$ cat config.mk
export PLATFORM = sky130hd
export DESIGN_NAME = stopwatch_ctrl_flat
export DESIGN_NICKNAME = d
export VERILOG_FILES = /design/src/rtl/stopwatch_ctrl_pkg.sv /design/src/rtl/stopwatch_ctrl_if.sv /design/src/rtl/stopwatch_ctrl_bcd_digit.sv /design/src/rtl/stopwatch_ctrl.sv /design/src/flat_wrapper.sv
export SDC_FILE = /design/constraint.sdc
export NUM_CORES = 1
export LEC_CHECK = 0
export CAP_MARGIN = 25
export CORE_AREA = 2 2 54 56
export DETAILED_ROUTE_END_ITERATION = 7
export DIE_AREA = 0 0 56 58
export PLACE_DENSITY = 0.71
export SETUP_SLACK_MARGIN = 0.4
export SLEW_MARGIN = 10
export SYNTH_ARGS = -nofsm -noshare
export SYNTH_HDL_FRONTEND = slang
export SYNTH_SLANG_ARGS = --single-unit
export TNS_END_PERCENT = 50
$ cat constraint.sdc
create_clock -name clk -period 1.65 [get_ports clk]
set_clock_uncertainty 0.1 [all_clocks]
set_input_delay 0.495 -clock clk [delete_from_list [all_inputs] [get_ports clk]]
set_output_delay 0.495 -clock clk [all_outputs]
set_load 0.05 [all_outputs]
$ cat src/rtl/stopwatch_ctrl_pkg.sv
// Shared definitions for the stopwatch controller.
// Holds the FSM state encoding, the BCD digit width and the digit type.
// bcd_digit and stopwatch_ctrl both import this package.
package stopwatch_ctrl_pkg;
  localparam int BCD_W = 4;
  localparam logic [BCD_W-1:0] BCD_MAX = 4'd9;

  typedef logic [BCD_W-1:0] bcd_t;

  typedef enum logic [1:0] {
    S_IDLE  = 2'd0,
    S_RUN   = 2'd1,
    S_PAUSE = 2'd2,
    S_LAP   = 2'd3
  } sw_state_t;
endpackage

$ cat src/rtl/stopwatch_ctrl_if.sv
// Command and display bundle of the stopwatch.
//   start_stop, lap, clear : single-cycle command pulses into the block
//   ones, tens             : live BCD count
//   disp_ones, disp_tens   : displayed count (the lap snapshot while in LAP)
//   running                : high in RUN and LAP
//   ovf                    : one-cycle pulse after a 99 -> 00 wrap
// Modports:
//   master : the command source and display consumer (the testbench)
//   slave  : the stopwatch block
interface stopwatch_ctrl_if;
  import stopwatch_ctrl_pkg::*;

  logic start_stop;
  logic lap;
  logic clear;
  bcd_t ones;
  bcd_t tens;
  bcd_t disp_ones;
  bcd_t disp_tens;
  logic running;
  logic ovf;

  modport master (
    output start_stop, lap, clear,
    input  ones, tens, disp_ones, disp_tens, running, ovf
  );

  modport slave (
    input  start_stop, lap, clear,
    output ones, tens, disp_ones, disp_tens, running, ovf
  );
endinterface

$ cat src/rtl/stopwatch_ctrl_bcd_digit.sv
// One decimal digit of the stopwatch count.
//   clk, reset : clock and synchronous active-high reset
//   en         : advance the digit by one at the next edge
//   clr        : zero the digit at the next edge; wins over en
//   value      : current digit, always 0..9
//   co         : carry out; high when en is high and value is 9
module bcd_digit
  import stopwatch_ctrl_pkg::*;
(
  input  logic clk,
  input  logic reset,
  input  logic en,
  input  logic clr,
  output bcd_t value,
  output logic co
);

  assign co = en && (value == BCD_MAX);

  always_ff @(posedge clk) begin
    if (reset || clr) begin
      value <= '0;
    end else if (en) begin
      // Compare with >= so a digit can never advance past 9.
      value <= (value >= BCD_MAX) ? '0 : value + BCD_W'(1);
    end
  end

endmodule

$ cat src/rtl/stopwatch_ctrl.sv
// Two-digit BCD stopwatch with a lap (display freeze) function.
//   TICK_DIV : clk cycles per count tick (1..65535)
//   clk      : rising-edge clock
//   reset    : synchronous active-high reset
//   sw       : command pulses in and count/display/status out (slave modport)
// A prescaler produces one tick every TICK_DIV cycles while the stopwatch
// is in RUN or LAP. Each tick advances the units digit, and a units carry
// advances the tens digit. In LAP the display shows a snapshot taken on
// entry to LAP, while the live count keeps advancing.
// Commands have the priority clear > start_stop > lap. A lower-priority
// command in the same cycle as a higher-priority command is discarded.
module stopwatch_ctrl
  import stopwatch_ctrl_pkg::*;
#(
  parameter int TICK_DIV = 4
) (
  input  logic              clk,
  input  logic              reset,
  stopwatch_ctrl_if.slave   sw
);

  localparam int PW = (TICK_DIV > 1) ? $clog2(TICK_DIV) : 1;
  localparam logic [PW-1:0] PMAX = PW'(TICK_DIV - 1);

  sw_state_t     state;
  logic [PW-1:0] presc;
  bcd_t          lap_ones;
  bcd_t          lap_tens;
  bcd_t          ones;
  bcd_t          tens;
  logic          active;
  logic          tick;
  logic          co_ones;
  logic          co_tens;
  logic          running;
  logic          ovf;

  assign active = (state == S_RUN) || (state == S_LAP);
  assign tick   = active && (presc == PMAX);

  // clear zeroes both digits directly. A tick in the same cycle as clear
  // is therefore dropped.
  bcd_digit u_ones (
    .clk   (clk),
    .reset (reset),
    .en    (tick),
    .clr   (sw.clear),
    .value (ones),
    .co    (co_ones)
  );

  bcd_digit u_tens (
    .clk   (clk),
    .reset (reset),
    .en    (co_ones),
    .clr   (sw.clear),
    .value (tens),
    .co    (co_tens)
  );

  always_ff @(posedge clk) begin
    if (reset || sw.clear) begin
      state    <= S_IDLE;
      running  <= 1'b0;
      ovf      <= 1'b0;
      presc    <= '0;
      lap_ones <= '0;
      lap_tens <= '0;
    end else begin
      // co_tens is high only on a tick at 99, so ovf pulses in the cycle after the wrap.
      ovf <= co_tens;
      // The prescaler advances in every RUN/LAP cycle, including a cycle in
      // which start_stop leaves RUN/LAP, so that cycle's tick still counts.
      if (active) presc <= tick ? '0 : presc + PW'(1);
      case (state)
        S_IDLE: begin
          if (sw.start_stop) begin
            state   <= S_RUN;
            running <= 1'b1;
            presc   <= '0;
          end
        end
        S_RUN: begin
          if (sw.start_stop) begin
            state   <= S_PAUSE;
            running <= 1'b0;
          end else if (sw.lap) begin
            state    <= S_LAP;
            lap_ones <= ones;
            lap_tens <= tens;
          end
        end
        S_LAP: begin
          if (sw.start_stop) begin
            state   <= S_PAUSE;
            running <= 1'b0;
          end else if (sw.lap) begin
            state <= S_RUN;
          end
        end
        S_PAUSE: begin
          // Resume without touching the prescaler, so the tick phase is kept.
          if (sw.start_stop) begin
            state   <= S_RUN;
            running <= 1'b1;
          end
        end
        default: begin
          state   <= S_IDLE;
          running <= 1'b0;
        end
      endcase
    end
  end

  assign sw.ones      = ones;
  assign sw.tens      = tens;
  assign sw.disp_ones = (state == S_LAP) ? lap_ones : ones;
  assign sw.disp_tens = (state == S_LAP) ? lap_tens : tens;
  assign sw.running   = running;
  assign sw.ovf       = ovf;

endmodule
$ cat src/flat_wrapper.sv
// flat-port wrapper written by rule: the top's interface ports become plain ports
module stopwatch_ctrl_flat import stopwatch_ctrl_pkg::*;
#(
  parameter int TICK_DIV = 4
)
  (clk, reset, sw_start_stop, sw_lap, sw_clear, sw_ones, sw_tens, sw_disp_ones, sw_disp_tens, sw_running, sw_ovf);
  stopwatch_ctrl_if sw_i ();
  input  logic clk;
  input  logic reset;
  input wire logic [$bits(sw_i.start_stop)-1:0] sw_start_stop;
  input wire logic [$bits(sw_i.lap)-1:0] sw_lap;
  input wire logic [$bits(sw_i.clear)-1:0] sw_clear;
  output wire logic [$bits(sw_i.ones)-1:0] sw_ones;
  output wire logic [$bits(sw_i.tens)-1:0] sw_tens;
  output wire logic [$bits(sw_i.disp_ones)-1:0] sw_disp_ones;
  output wire logic [$bits(sw_i.disp_tens)-1:0] sw_disp_tens;
  output wire logic [$bits(sw_i.running)-1:0] sw_running;
  output wire logic [$bits(sw_i.ovf)-1:0] sw_ovf;
  assign sw_i.start_stop = sw_start_stop;
  assign sw_i.lap = sw_lap;
  assign sw_i.clear = sw_clear;
  assign sw_ones = sw_i.ones;
  assign sw_tens = sw_i.tens;
  assign sw_disp_ones = sw_i.disp_ones;
  assign sw_disp_tens = sw_i.disp_tens;
  assign sw_running = sw_i.running;
  assign sw_ovf = sw_i.ovf;
  stopwatch_ctrl #(.TICK_DIV(TICK_DIV)) u_core (.clk(clk), .reset(reset), .sw(sw_i));
endmodule
==> metrics.cfg <==
[worst_hold_path]
whs_path_depth=1
hp-start=u_core.u_tens.value[2]
worst_hold_path_type=reg -> reg

[detailed_routing]
antenna_left=0
remaining_drc_errors=0
vias=971
vias_per_cell=5.31
firstDrtPassIters=4
wl_mm=2.52
post_drt_wl_per_cell_um=13.8
drt_iter0_drc=20

[placed_design]
io_buffers=22
place_hpwl_mm=1.77
place_ws_ns=-0.338
globalplace.congestion=0.752

[floorplanning]
fp.dieW_um=56
rows=19
fp.dieH_um=58
coreArea_sq_um=2660
start_util_pct=42.3
die_area_sq_um=3250
pin_count=23

[worst_setup_path]
crit_path_start_kind=register
cp-end-kind=output pin
cp-startpoint=u_core.state[1]
worstRegToRegCells=6
crit_fanout=8
arrival_ns=1.28
worstSetupPathType=reg -> out
reg2reg_from=u_core.u_tens.value[1]
required_ns=1.05

[cells_and_area]
area_growth_pct=70.4
final_util_pct=72.1
nNetsFinal=165
diodes=0
drive_gt1_share_pct=57.2

[grt]
overflow=0
grt_pass1_vias=973
grt_usage_pct=16.3
grt_pass1_wl_mm=4.22
grt_max_degree=14
antenna_found_initial=0

[synthesis]
syn_area_sq_um=1130
synth_top_cell_by_area=dfxtp_1
synth_area_leaders=dfxtp_1 (39%), mux2_2 (8.0%), ha_1 (7.8%)
yosysUniqueCellTypes=33
synth-edff-count=0
synthTopCellsByCount=dfxtp_1 (22), nor2_1 (13), mux2_2 (8), mux2i_1 (8), ha_1 (7)
synthFlopType=dfxtp_1
synth_seq_area_share_pct=39.1
yosys.area.top_type_share_pct=39.1
ys_seq_elements=22
synth_warnings=0
synthesis.nets=130
avgSynthCellArea_sq_um=9.54
synthCells=118
ys_async_sr_fraction_pct=0
synth.most_common_cell=dfxtp_1

[clocking]
root_buffer=clkbuf_4
clk_pin_slew_ns=0.11
clock_sinks=22
clk_path_buf_depth=2
cts_buffers=3
ctsHoldBuffers=0
insertion_delay_ns=0.30
htree_levels=1
cts_tree=yes

[outcome]
outcome=finished, violations left
violations=negative setup slack

[sta]
report.final.slew_viol_count=0
final.min_clock_period_ns=1.87
finalSetupViolCount=9
period_share_pct=113
finalHoldViolCount=0
tightestPinTransition_ns=0.264
grt_setup_unrepaired=yes
max_slew_margin_pct=82.4
setup_slack_ns=-0.222
timing.fmax_mhz=534
holdWs_ns=0.401

[run]
drv_cap=0

[pwr]
vdd.ir_drop.worst_mv=0.537
powerDensity_nw_per_um2=439
p_leak_nw=0.702

-- power by group --
| group | switching (W) | internal, W | leakage (nW) |
|---|---|---|---|
| Sequential | 0.00000455 | 0.000519 | 0.187 |
| Clock | 0.000151 | 0.0000882 | 0.0154 |
| Combinational | 0.0000390 | 0.0000406 | 0.499 |
| Total | 0.000194 | 0.000648 | 0.702 |
-- area by class of cell --
class	count	area [sq um]
Clock inverter	1	3.75
Clock buffer	3	22.5
Multi-Input combinational cell	86	876
Sequential cell	22	483
Fill cell	199	743
Inverter	6	32.5
Tap cell	31	38.8
Timing Repair Buffer	34	463
-- flip-flops by register name, summed over array words and instances (netlist names) --
signal	count
u_core.lap_ones	4
u_core.lap_tens	4
u_core.u_ones.value	4
u_core.u_tens.value	4
u_core.presc	2
u_core.state	2
u_core.sw.ovf	1
u_core.sw.running	1
-- per-layer routing --
layer,global-route usage (%),wire length [um]
met1,19.6,1050
met2,29.6,1370
met3,2.01,77
met4,6.46,22
met5,0,0
-- through the flow --
step | cells | power [W] | TNS, ns | cell area [sq um]
2_1_floorplan | 118 | 0.000570 | 0 | 1260
3_3_place_gp | 176 | 0.000602 | -3.61 | 1670
3_5_place_dp | 176 | 0.000603 | -4.11 | 1670
4_1_cts | 181 | 0.000854 | -1.98 | 1830
5_1_grt | 183 | 0.000890 | -2.22 | 1920
6_report | 183 | 0.000842 | -1.75 | 1920
-- placed cells by master (no fill, tap or decap), types with 2 or more instances in the layout --
master,synthesis,layout
mux2i_1,8,8
mux2_4,0,8
buf_6,0,11
a21oi_2,0,4
ha_4,0,5
nand3_1,6,5
or2_4,0,2
dfxtp_1,22,8
clkbuf_4,0,3
a31oi_1,2,2
buf_12,0,12
inv_4,0,2
nor2_1,13,13
inv_1,6,3
nand2_1,6,5
dfxtp_2,0,4
nand2b_4,0,3
buf_4,0,6
o221a_2,2,2
dlygate4sd2_1,0,3
nand2b_1,6,3
ha_1,7,2
dfxtp_4,0,10
-- critical path: stages, from the launching register on --
cell and delay, ns:
dfxtp_4 0.38, nand2_8 0.12, mux2_4 0.33, buf_12 0.15
-- kinds of logic after synthesis --
logic type	count (synthesis)	synth area share, %
fa+ha+maj	7	7.78
xor+xnor	2	1.56
buf+inv	10	3.56
compound gates	17	12.2
flops	22	39.1
simple gates	44	20.7
mux	16	15.1
-- final timing paths --
check	end	slack [ns]
worst max register to register	u_core.u_tens.value[0]	-0.04
worst max-delay path	sw_disp_tens[1]	-0.22
worst min-delay path	u_core.sw.ovf	0.40
worst min register to register	u_core.sw.ovf	0.40
-- what timing repair did --
| action | in CTS | in global routing |
|---|---|---|
| buffers inserted | 1 | 2 |
| pin swaps | 6 | 21 |
| endpoints found under the setup margin | 40 | 36 |
| cloned | 0 | 0 |
| gates resized for setup | 35 | 17 |
(Power assumes the default switching activity.)
